File: src/rtl/jrb8_spi_pkg.sv
// Shared types and constants for the SPI memory controller: op/state encodings,
// default flash command bytes and the 40-bit frame layout.
package jrb8_spi_pkg;

  typedef enum logic [1:0] {
    OP_ROM_READ  = 2'b00,
    OP_RAM_READ  = 2'b01,
    OP_RAM_WRITE = 2'b10,
    OP_RSVD      = 2'b11
  } op_e;

  typedef enum logic [1:0] {
    ST_IDLE   = 2'b00,
    ST_SHIFT  = 2'b01,
    ST_FINISH = 2'b10
  } state_e;

  localparam logic [7:0] CMD_READ_DFLT  = 8'h03;
  localparam logic [7:0] CMD_WRITE_DFLT = 8'h02;
  localparam int         FRAME_BITS     = 40;

  // Frame: opcode, 8'h00, addr hi, addr lo, data (zero for reads).
  function automatic logic [FRAME_BITS-1:0] build_frame(
    input op_e         op,
    input logic [15:0] addr,
    input logic [7:0]  wdata,
    input logic [7:0]  cmd_read,
    input logic [7:0]  cmd_write
  );
    logic [7:0] cmd;
    logic [7:0] data;
    cmd  = (op == OP_RAM_WRITE) ? cmd_write : cmd_read;
    data = (op == OP_RAM_WRITE) ? wdata : 8'h00;
    return {cmd, 8'h00, addr, data};
  endfunction

endpackage

File: src/rtl/spi_mem_ctrl_if.sv
// Request/response and SPI pin bundle between the control unit, the controller
// and the external ROM/RAM devices.
interface spi_mem_ctrl_if;
  import jrb8_spi_pkg::*;

  logic        spi_executing;
  op_e         op;
  logic [15:0] addr;
  logic [7:0]  wdata;
  logic        spi_done;
  logic [7:0]  rdata;
  logic        sclk;
  logic        mosi;
  logic        miso;
  logic        cs_rom_n;
  logic        cs_ram_n;

  modport master (
    output spi_executing, op, addr, wdata, miso,
    input  spi_done, rdata, sclk, mosi, cs_rom_n, cs_ram_n
  );

  modport slave (
    input  spi_executing, op, addr, wdata, miso,
    output spi_done, rdata, sclk, mosi, cs_rom_n, cs_ram_n
  );
endinterface

File: src/rtl/spi_bit_engine.sv
// 40-bit MSB-first mode-0 shifter: two clk cycles per bit, sclk high in phase 1,
// miso captured at the end of phase 1 for the final data byte only.
module spi_bit_engine
  import jrb8_spi_pkg::*;
(
  input  logic                  clk,
  input  logic                  rst,
  input  logic                  load,
  input  logic [FRAME_BITS-1:0] frame,
  input  logic                  miso,
  output logic                  sclk,
  output logic                  mosi,
  output logic                  last,
  output logic [7:0]            rx
);

  localparam logic [5:0] LAST_BIT = 6'(FRAME_BITS - 1);
  localparam logic [5:0] RX_FIRST = 6'(FRAME_BITS - 8);

  logic [FRAME_BITS-1:0] sr_q, sr_d;
  logic [5:0]            bit_q, bit_d;
  logic                  phase_q, phase_d;
  logic                  busy_q, busy_d;
  logic [7:0]            rx_q, rx_d;

  // NOTE: every always_comb target gets a default first so no path leaves it unassigned (no latch).
  always_comb begin
    sr_d    = sr_q;
    bit_d   = bit_q;
    phase_d = phase_q;
    busy_d  = busy_q;
    rx_d    = rx_q;
    if (load) begin
      sr_d    = frame;
      bit_d   = '0;
      phase_d = 1'b0;
      busy_d  = 1'b1;
      rx_d    = '0;
    end else if (busy_q) begin
      if (!phase_q) begin
        phase_d = 1'b1;
      end else begin
        phase_d = 1'b0;
        if (bit_q >= RX_FIRST) rx_d = {rx_q[6:0], miso};
        if (bit_q == LAST_BIT) begin
          busy_d = 1'b0;
          bit_d  = '0;
          sr_d   = '0;
        end else begin
          bit_d = bit_q + 6'd1;
          sr_d  = {sr_q[FRAME_BITS-2:0], 1'b0};
        end
      end
    end
  end

  // NOTE: state registers use non-blocking assignments so all flops update from pre-edge values.
  always_ff @(posedge clk) begin
    if (rst) begin
      sr_q    <= '0;
      bit_q   <= '0;
      phase_q <= 1'b0;
      busy_q  <= 1'b0;
      rx_q    <= '0;
    end else begin
      sr_q    <= sr_d;
      bit_q   <= bit_d;
      phase_q <= phase_d;
      busy_q  <= busy_d;
      rx_q    <= rx_d;
    end
  end

  assign sclk = busy_q & phase_q;
  assign mosi = sr_q[FRAME_BITS-1];
  assign last = busy_q & phase_q & (bit_q == LAST_BIT);
  assign rx   = rx_q;

endmodule

File: src/rtl/spi_mem_ctrl.sv
// SPI memory controller top: accepts one CU request per idle period, runs a
// 40-bit frame to ROM or RAM, and signals completion with a clean spi_done edge.
module spi_mem_ctrl
  import jrb8_spi_pkg::*;
#(
  parameter logic [7:0] CMD_READ  = CMD_READ_DFLT,
  parameter logic [7:0] CMD_WRITE = CMD_WRITE_DFLT
) (
  input  logic         clk,
  input  logic         rst,
  spi_mem_ctrl_if.slave bus
);

  state_e     state_q, state_d;
  op_e        op_q, op_d;
  logic [7:0] rdata_q, rdata_d;
  logic       spi_done_q, spi_done_d;
  logic       load;
  logic       eng_last;
  logic [7:0] eng_rx;
  logic       accept;

  // spi_done_q gates acceptance, so the IDLE re-entry cycle never accepts.
  assign accept = (state_q == ST_IDLE) && spi_done_q && bus.spi_executing;

  always_comb begin
    state_d    = state_q;
    op_d       = op_q;
    rdata_d    = rdata_q;
    spi_done_d = (state_q == ST_IDLE);
    load       = 1'b0;
    case (state_q)
      ST_IDLE: begin
        if (accept) begin
          spi_done_d = 1'b0;
          if (bus.op != OP_RSVD) begin
            op_d    = bus.op;
            load    = 1'b1;
            state_d = ST_SHIFT;
          end
        end
      end
      ST_SHIFT: begin
        if (eng_last) state_d = ST_FINISH;
      end
      ST_FINISH: begin
        state_d = ST_IDLE;
        if (op_q != OP_RAM_WRITE) rdata_d = eng_rx;
      end
      default: state_d = ST_IDLE;
    endcase
  end

  always_ff @(posedge clk) begin
    if (rst) begin
      state_q    <= ST_IDLE;
      op_q       <= OP_ROM_READ;
      rdata_q    <= 8'h00;
      spi_done_q <= 1'b1;
    end else begin
      state_q    <= state_d;
      op_q       <= op_d;
      rdata_q    <= rdata_d;
      spi_done_q <= spi_done_d;
    end
  end

  spi_bit_engine u_engine (
    .clk   (clk),
    .rst   (rst),
    .load  (load),
    .frame (build_frame(bus.op, bus.addr, bus.wdata, CMD_READ, CMD_WRITE)),
    .miso  (bus.miso),
    .sclk  (bus.sclk),
    .mosi  (bus.mosi),
    .last  (eng_last),
    .rx    (eng_rx)
  );

  assign bus.cs_rom_n = !((state_q == ST_SHIFT) && (op_q == OP_ROM_READ));
  assign bus.cs_ram_n = !((state_q == ST_SHIFT) &&
                          ((op_q == OP_RAM_READ) || (op_q == OP_RAM_WRITE)));
  assign bus.spi_done = spi_done_q;
  assign bus.rdata    = rdata_q;

endmodule

File: src/flat_wrapper.sv
// flat-port wrapper written by rule: the top's interface ports become plain ports
module spi_mem_ctrl_flat import jrb8_spi_pkg::*;
#(
  parameter logic [7:0] CMD_READ  = CMD_READ_DFLT,
  parameter logic [7:0] CMD_WRITE = CMD_WRITE_DFLT
)
  (clk, rst, bus_spi_executing, bus_op, bus_addr, bus_wdata, bus_miso, bus_spi_done, bus_rdata, bus_sclk, bus_mosi, bus_cs_rom_n, bus_cs_ram_n);
  spi_mem_ctrl_if bus_i ();
  input  logic clk;
  input  logic rst;
  input wire logic [$bits(bus_i.spi_executing)-1:0] bus_spi_executing;
  input wire logic [$bits(bus_i.op)-1:0] bus_op;
  input wire logic [$bits(bus_i.addr)-1:0] bus_addr;
  input wire logic [$bits(bus_i.wdata)-1:0] bus_wdata;
  input wire logic [$bits(bus_i.miso)-1:0] bus_miso;
  output wire logic [$bits(bus_i.spi_done)-1:0] bus_spi_done;
  output wire logic [$bits(bus_i.rdata)-1:0] bus_rdata;
  output wire logic [$bits(bus_i.sclk)-1:0] bus_sclk;
  output wire logic [$bits(bus_i.mosi)-1:0] bus_mosi;
  output wire logic [$bits(bus_i.cs_rom_n)-1:0] bus_cs_rom_n;
  output wire logic [$bits(bus_i.cs_ram_n)-1:0] bus_cs_ram_n;
  assign bus_i.spi_executing = bus_spi_executing;
  assign bus_i.op = bus_op;
  assign bus_i.addr = bus_addr;
  assign bus_i.wdata = bus_wdata;
  assign bus_i.miso = bus_miso;
  assign bus_spi_done = bus_i.spi_done;
  assign bus_rdata = bus_i.rdata;
  assign bus_sclk = bus_i.sclk;
  assign bus_mosi = bus_i.mosi;
  assign bus_cs_rom_n = bus_i.cs_rom_n;
  assign bus_cs_ram_n = bus_i.cs_ram_n;
  spi_mem_ctrl #(.CMD_READ(CMD_READ), .CMD_WRITE(CMD_WRITE)) u_core (.clk(clk), .rst(rst), .bus(bus_i));
endmodule
File: config.mk
export PLATFORM = sky130hd
export DESIGN_NAME = spi_mem_ctrl_flat
export DESIGN_NICKNAME = d
export VERILOG_FILES = /design/src/rtl/jrb8_spi_pkg.sv /design/src/rtl/spi_mem_ctrl_if.sv /design/src/rtl/spi_bit_engine.sv /design/src/rtl/spi_mem_ctrl.sv /design/src/flat_wrapper.sv
export SDC_FILE = /design/constraint.sdc
export NUM_CORES = 1
export LEC_CHECK = 0
export ABC_AREA = 1
export CAP_MARGIN = 10
export CORE_MARGIN = 5
export CORE_UTILIZATION = 35
export CTS_CLUSTER_DIAMETER = 120
export DETAILED_ROUTE_END_ITERATION = 8
export PLACE_DENSITY_LB_ADDON = 0.08
export SYNTH_ARGS = -nofsm -noshare
export SYNTH_HDL_FRONTEND = slang
export SYNTH_HIERARCHICAL = 1
export SYNTH_SLANG_ARGS = --single-unit
File: constraint.sdc
create_clock -name clk -period 1.9 [get_ports clk]
set_input_delay 0.38 -clock clk [delete_from_list [all_inputs] [get_ports clk]]
set_output_delay 0.38 -clock clk [all_outputs]
set_load 0.02 [all_outputs]
==> results of run 1 <==
==> layout make-up <==
type / instances / area share [%]
inverters: 71 / 6.56
well taps: 111 / 3.42
clock buffers: 10 / 3.14
multi-input cells: 290 / 36.1
repair buffers: 58 / 14.6
clock inverters: 6 / 2.16
flip-flops and latches: 69 / 34.0
==> cells in the mapped netlist <==
| cell | count | area, um2 |
|---|---|---|
| sky130_fd_sc_hd__nor4_1 | 1 | 6.26 |
| sky130_fd_sc_hd__inv_1 | 68 | 255 |
| sky130_fd_sc_hd__buf_4 | 6 | 45.0 |
| sky130_fd_sc_hd__nand3b_1 | 1 | 7.51 |
| sky130_fd_sc_hd__nor2_1 | 67 | 251 |
| sky130_fd_sc_hd__buf_2 | 14 | 70.1 |
| sky130_fd_sc_hd__a22oi_1 | 38 | 285 |
| sky130_fd_sc_hd__nor3_1 | 1 | 5.00 |
| sky130_fd_sc_hd__nand2_2 | 1 | 6.26 |
| sky130_fd_sc_hd__ha_1 | 4 | 50.1 |
| sky130_fd_sc_hd__clkbuf_2 | 1 | 5.00 |
| sky130_fd_sc_hd__nor2_4 | 1 | 11.3 |
| sky130_fd_sc_hd__xnor2_1 | 1 | 8.76 |
| sky130_fd_sc_hd__nand4_1 | 9 | 56.3 |
| sky130_fd_sc_hd__dfxtp_1 | 69 | 1380 |
| sky130_fd_sc_hd__conb_1 | 2 | 7.51 |
| sky130_fd_sc_hd__clkbuf_1 | 10 | 37.5 |
| sky130_fd_sc_hd__o21ai_0 | 11 | 55.1 |
| sky130_fd_sc_hd__nand2_1 | 33 | 124 |
| sky130_fd_sc_hd__inv_2 | 2 | 7.51 |
| sky130_fd_sc_hd__nand3_1 | 47 | 235 |
| sky130_fd_sc_hd__clkinv_1 | 1 | 3.75 |
| sky130_fd_sc_hd__nor2_2 | 2 | 12.5 |
| sky130_fd_sc_hd__xor2_1 | 1 | 8.76 |
| sky130_fd_sc_hd__a21oi_1 | 57 | 285 |
==> critical path, stage by stage (launching register included) <==
cell and delay (ns):
sky130_fd_sc_hd__dfxtp_1 0.35, sky130_fd_sc_hd__inv_1 0.05, sky130_fd_sc_hd__ha_1 0.26, sky130_fd_sc_hd__nand2_1 0.06, sky130_fd_sc_hd__dlygate4sd2_1 0.33
==> logic make-up (layout without fill, tap and decap cells) <==
| family | Yosys count | after routing | synth area share [%] |
|---|---|---|---|
| XOR/XNOR | 2 | 2 | 0.544 |
| AO/OA/AOI/OAI | 106 | 106 | 19.4 |
| flip-flops | 69 | 69 | 42.9 |
| buffers and inverters | 102 | 145 | 13.2 |
| other | 2 | 15 | 0.233 |
| AND/OR/NAND/NOR | 163 | 163 | 22.2 |
| adder cells (fa/ha/maj) | 4 | 4 | 1.55 |
==> metal layers <==
layer	routed length, um	global-route usage, %	vias to the layer above
li1	-	-	1554
met1	3680	18.7	1312
met2	3270	21.6	53
met3	336	4.19	6
met4	73	4.16	0
met5	0	0	-
==> report_power, final <==
group	switching (mW)	total (mW)	internal [mW]	leakage [nW]
clock network	0.579	1.32	0.737	0.0985
logic	0.255	0.463	0.208	0.916
registers	0.0213	1.53	1.51	0.561
total	0.856	3.31	2.46	1.58
==> what timing repair did <==
| item | 4_1_cts | 5_1_grt |
|---|---|---|
| endpoints found under the setup margin | 3 | 0 |
| gates resized for setup | 3 | 0 |
| setup buffers | 0 | 0 |
==> final timing paths <==
path,startpoint,to,slack (ns)
max,u_core/op_q[1]$_SDFFE_PP0P_,bus_cs_ram_n,0.13
min,rst,u_core/u_engine/sr_q[13]$_SDFFE_PP0P_,0.44
max reg2reg,u_core/u_engine/phase_q$_SDFFE_PP0P_,u_core/u_engine/rx[1]$_SDFFE_PP0P_,0.27
min reg2reg,u_core/bus.rdata[0]$_SDFFE_PP0P_,u_core/bus.rdata[0]$_SDFFE_PP0P_,0.46
==> metrics by stage <==
stage | setup slack (ns) | utilization (%)
floorplan | 0.284 | -
global placement | -0.0507 | 42.3
detailed placement | -0.0650 | 42.3
CTS | 0.0951 | 44.6
global route | 0.0284 | 44.6
finish | 0.127 | 44.6
==> layout by cell type (no fill, tap or decap), drive strengths merged <==
cell           netlist  final
inv                 70     70
nor2                70     70
dfxtp               69     69
a21oi               57     57
nand3               47     47
clkdlybuf4s50        0     38
a22oi               38     38
nand2               34     34
buf                 20     17
conb                 2     15
o21ai               11     11
clkbuf              11     10
nand4                9      9
ha                   4      4
clkinvlp             0      3
dlygate4sd2          0      3
bufinv               0      2
clkinv               1      2
nor4                 1      1
nor3                 1      1
nand3b               1      1
xor2                 1      1
xnor2                1      1
==> registers in the layout, summed over array words and instances, names as in the netlist, 2 cells and up <==
name / cells
u_core/u_engine/sr_q: 40
u_core/bus.rdata: 8
u_core/u_engine/rx: 8
u_core/u_engine/bit_q: 6
u_core/op_q: 2
u_core/state_q: 2
==> results.cfg, run 1 <==
[timing]
max_slew.worst_pin.slew_ns = 0.524
drv_slew = 0
hold_viol_final = 0
endpoints_failing_setup = 0
min_period_ns = 1.77
final.setup.tns_ns = 0
finalHoldWorstSlack_ns = 0.442
share_of_the_cycle_needed_by_the_critical_path_after_routing_pct = 93.3
max_slew_margin_pct = 65.0
rsz0062_at_grt = false
fmaxAchievable_ghz = 0.564
max_clock_skew_ns = 0.00772

[floorplan]
core.rowCount = 35
die-area_um2 = 11200
die_width_um = 106
ioPinCount = 43
die-height_um = 106
design.core.area_um2 = 9110
initial_utilization_pct = 35.4

[finish]
area_growth_pct = 26.1
final_design_area_no_fill_um2 = 4060
drive_gt1_share_pct = 7.74
diodes_inserted = 0
multi_input_area_um2 = 1470
num-fill-cells = 945
layout.nets = 533
final-instance-count-excl-fill = 615
regArea_um2 = 1380

[route]
detail_route.vias_per_cell = 4.76
wl_um = 7350
routed_wire_length_per_instance_um = 12.0
drtIter0Drc = 130
final_antenna_net_count = 0
detailed_route_drc_error_count = 0
overall_via_count_from_detail_route = 2925
drt_pre_antenna_iters = 4

[min_path]
hold_path_depth = 2
holdCritPathClass = in -> reg

[critical_path]
rr_worst_depth = 6
cp-start-kind = register
critPathRequiredTime_ns = 1.52
cp.arrival_ns = 1.39
worst_setup_path_end_kind = primary output
worstPathMaxFanout = 3
worstSetupPathType = reg -> out

[grt]
global_route.usage.total_pct = 13.9
number_of_global_route_vias_before_repair = 2722
globalRouteOverflowTotal = 0
grt_max_degree = 47
initial_antenna_violation_count = 0
wire_length_of_the_first_global_routing_pass_um = 12800

[place]
gpl.final_weighted_congestion = 0.719
numPortBuffers = 42
place_inst = 599
dp_hpwl_um = 4770
dpl-instance-area_um2 = 3850

[synth]
syn_avg_cell_area_um2 = 7.19
gate_count_after_technology_mapping = 448
yosys_warning_total = 6
syn_area_um2 = 3220
synthDistinctLibCells = 25
yosys_register_bits = 69
synth-seq-area-share_pct = 42.9

[cts]
htree_levels = 3
clk_path_buf_depth = 2
cts-root-buf = sky130_fd_sc_hd__clkbuf_8
cts-buffers-inserted = 9
clkLatencyLatePin_ns = 0.34
clock-sinks = 69
worst_setup_hold_path_clk_slew_ns = 0.08
cts_hold_repair.buffers = 0
cts_tree = done

[power]
power-per-cell-area_nw_per_um2 = 816
leakage_nw = 1.58
totalPowerFinal_mw = 3.31
ir_worst_vdd_mv = 0.347

[run_status]
result_of_the_run = finished, final reports clean

[job]
maxCapViolCount = 0
No activity file was read; power rests on OpenSTA's default activity.
==> run 2, diff against run 1 <==
- GPL_TIMING_DRIVEN: unset -> 1
==> results of run 2 <==
No change in the layout: final DEF, timing and power equal those of run 1.
==> run 3, diff against run 2 <==
- ABC_AREA: 1 -> unset
==> results.cfg, run 3 <==
[run_status]
result_of_the_run = finished, final reports clean

[cts]
cts-buffers-inserted = 9
clock-sinks = 69
clkLatencyLatePin_ns = 0.35
worst_setup_hold_path_clk_slew_ns = 0.08
htree_levels = 3
cts-root-buf = sky130_fd_sc_hd__clkbuf_8
cts_hold_repair.buffers = 0
clk_path_buf_depth = 2
cts_tree = done

[synth]
gate_count_after_technology_mapping = 419
syn_area_um2 = 3410
syn_avg_cell_area_um2 = 8.14
async_flop_share_pct = 0
post-synth-top-area-fraction_pct = 40.5
post_synth_most_frequent_cells = sky130_fd_sc_hd__nand2_1, sky130_fd_sc_hd__dfxtp_1, sky130_fd_sc_hd__o211ai_1
post_synth_main_area_contributors = sky130_fd_sc_hd__dfxtp_1, sky130_fd_sc_hd__nand2_1, sky130_fd_sc_hd__o211ai_1
synth_area_leader_cell = sky130_fd_sc_hd__dfxtp_1
synthDistinctLibCells = 41
yosys_warning_total = 6
postSynth.topFlopCell = sky130_fd_sc_hd__dfxtp_1
synth.most_common_cell = sky130_fd_sc_hd__nand2_1
number_of_synthesized_flops_with_an_enable_pin = 0
yosys_register_bits = 69
synth-seq-area-share_pct = 40.5

[min_path]
holdCritPathClass = in -> reg

[floorplan]
core.rowCount = 36
die-area_um2 = 11800
initial_utilization_pct = 35.4
die_width_um = 109
ioPinCount = 43
die-height_um = 109
design.core.area_um2 = 9640

[finish]
regMostFlops = u_core/u_engine/sr_q
layout.nets = 508
diodes_inserted = 0
post-route-util_pct = 45.0
largest_reg_flops = 40
mostFrequentLayoutCell = sky130_fd_sc_hd__nand2_1
drive_gt1_share_pct = 11.9
num-fill-cells = 998
layout_common_cells = sky130_fd_sc_hd__nand2_1, sky130_fd_sc_hd__dfxtp_1, sky130_fd_sc_hd__o211ai_1
area_growth_pct = 27.1
final-instance-count-excl-fill = 612

[power]
leakage_nw = 1.52
ir_worst_vdd_mv = 0.323
power-per-cell-area_nw_per_um2 = 768

[route]
final_antenna_net_count = 0
wl_um = 7930
drtIter0Drc = 155
detail_route.vias_per_cell = 4.90
routed_wire_length_per_instance_um = 13.0
overall_via_count_from_detail_route = 3000
drt_pre_antenna_iters = 4
detailed_route_drc_error_count = 0

[timing]
final.setup.tns_ns = 0
drv_slew = 0
min_period_ns = 1.81
fmaxAchievable_ghz = 0.552
rsz0062_at_grt = false
layout_setup_ws_ns = 0.0884
max_slew_margin_pct = 64.5
finalHoldWorstSlack_ns = 0.384
share_of_the_cycle_needed_by_the_critical_path_after_routing_pct = 95.3
hold_viol_final = 0
endpoints_failing_setup = 0
max_slew.worst_pin.slew_ns = 0.529
max_clock_skew_ns = 0.0152

[place]
numPortBuffers = 42
place_inst = 596
gpl.final_weighted_congestion = 0.766
dp_hpwl_um = 5010
dpl_worst_slack_ns = -0.0833

[grt]
initial_antenna_violation_count = 0
wire_length_of_the_first_global_routing_pass_um = 13700
number_of_global_route_vias_before_repair = 2821
global_route.usage.total_pct = 14.4
globalRouteOverflowTotal = 0
grt_max_degree = 50

[critical_path]
crit_path_top_delay_cell = sky130_fd_sc_hd__clkdlybuf4s50_1
worstSetupPathType = reg -> out
worst-path-buf-inv = 2
cp-start-kind = register
critPathMaxStageDelay_ns = 0.59
critPathRequiredTime_ns = 1.52
crit_path_cell_trace = nand2_2 > inv_2 > clkdlybuf4s50_1
cp.arrival_ns = 1.43
worst_setup_path_end_kind = primary output
worst_path_dominant_cell_family = buffers and inverters
worstPathMaxFanout = 3

[job]
maxCapViolCount = 0
==> run 3: changes by cell type after synthesis, moves of 8 or more <==
cell / before / now
sky130_fd_sc_hd__inv_1: 68 / 8
sky130_fd_sc_hd__nand2_1: 33 / 93
sky130_fd_sc_hd__nor2_1: 67 / 14
sky130_fd_sc_hd__a21oi_1: 57 / 12
sky130_fd_sc_hd__o211ai_1: 0 / 41
sky130_fd_sc_hd__a31oi_1: 0 / 39
sky130_fd_sc_hd__a22oi_1: 38 / 0
sky130_fd_sc_hd__nand3_1: 47 / 13
sky130_fd_sc_hd__nor2b_1: 0 / 31
sky130_fd_sc_hd__and2b_1: 0 / 11
sky130_fd_sc_hd__nand4_1: 9 / 0
sky130_fd_sc_hd__and2_1: 0 / 8
sky130_fd_sc_hd__mux2i_1: 0 / 8
sky130_fd_sc_hd__o21ai_0: 11 / 3
==> run 3: report_power, final <==
group | switching, mW | internal [mW]
combinational | 0.222 | 0.226
clock | 0.578 | 0.778
sequential | 0.0194 | 1.51
total | 0.819 | 2.51
==> run 3: worst paths after layout <==
| check | slack [ns] | endpoint | cells past startpoint | from |
|---|---|---|---|---|
| worst max-delay path | 0.09 | bus_sclk | 3 | u_core/u_engine/busy_q$_SDFF_PP0_ |
| worst min register to register | 0.45 | u_core/u_engine/rx[7]$_SDFFE_PP0P_ | 2 | u_core/u_engine/rx[7]$_SDFFE_PP0P_ |
| worst min-delay path | 0.38 | u_core/bus.rdata[6]$_SDFFE_PP0P_ | 2 | rst |
| worst max register to register | 0.23 | u_core/state_q[0]$_SDFFE_PP0P_ | 5 | u_core/u_engine/bit_q[1]$_SDFFE_PP0P_ |
==> run 3: stage by stage <==
step / instance area, um2 / power, mW
5_1_grt: 4340 / 3.51
3_5_place_dp: 4110 / 2.01
4_1_cts: 4340 / 3.37
3_3_place_gp: 4110 / 2.01
2_1_floorplan: 3460 / 1.82
6_report: 4340 / 3.33
==> run 3: timing repair <==
| action | 4_1_cts | 5_1_grt |
|---|---|---|
| endpoints found under the setup margin | 2 | 0 |
| gates resized for setup | 2 | 0 |
| setup buffers | 0 | 0 |
==> run 3: metal layers <==
layer / vias up / GRT usage, % / routed length, um
met5: - / 0 / 0
met1: 1399 / 19.9 / 4070
met3: 9 / 3.08 / 325
met4: 0 / 5.50 / 104
li1: 1538 / - / -
met2: 54 / 22.0 / 3430
==> run 3: cell families after synthesis <==
kind of cell / share of synthesized area (%)
multiplexers: 2.35
flip-flops: 40.5
XOR/XNOR: 0.514
AO/OA/AOI/OAI: 20.5
buffers and inverters: 7.23
adder cells (fa/ha/maj): 1.47
other: 0.220
AND/OR/NAND/NOR: 27.2
==> run 3: final cells by class <==
class                      count  area, um2  share of cell area [%]
clock buffer                  11        141                    3.26
clock inverter                 5       83.8                    1.93
inverter                      10       37.5                   0.866
multi-input combinational    314       1840                    42.4
sequential                    69       1380                    31.9
tap                          133        166                    3.84
timing repair buffer          70        686                    15.8
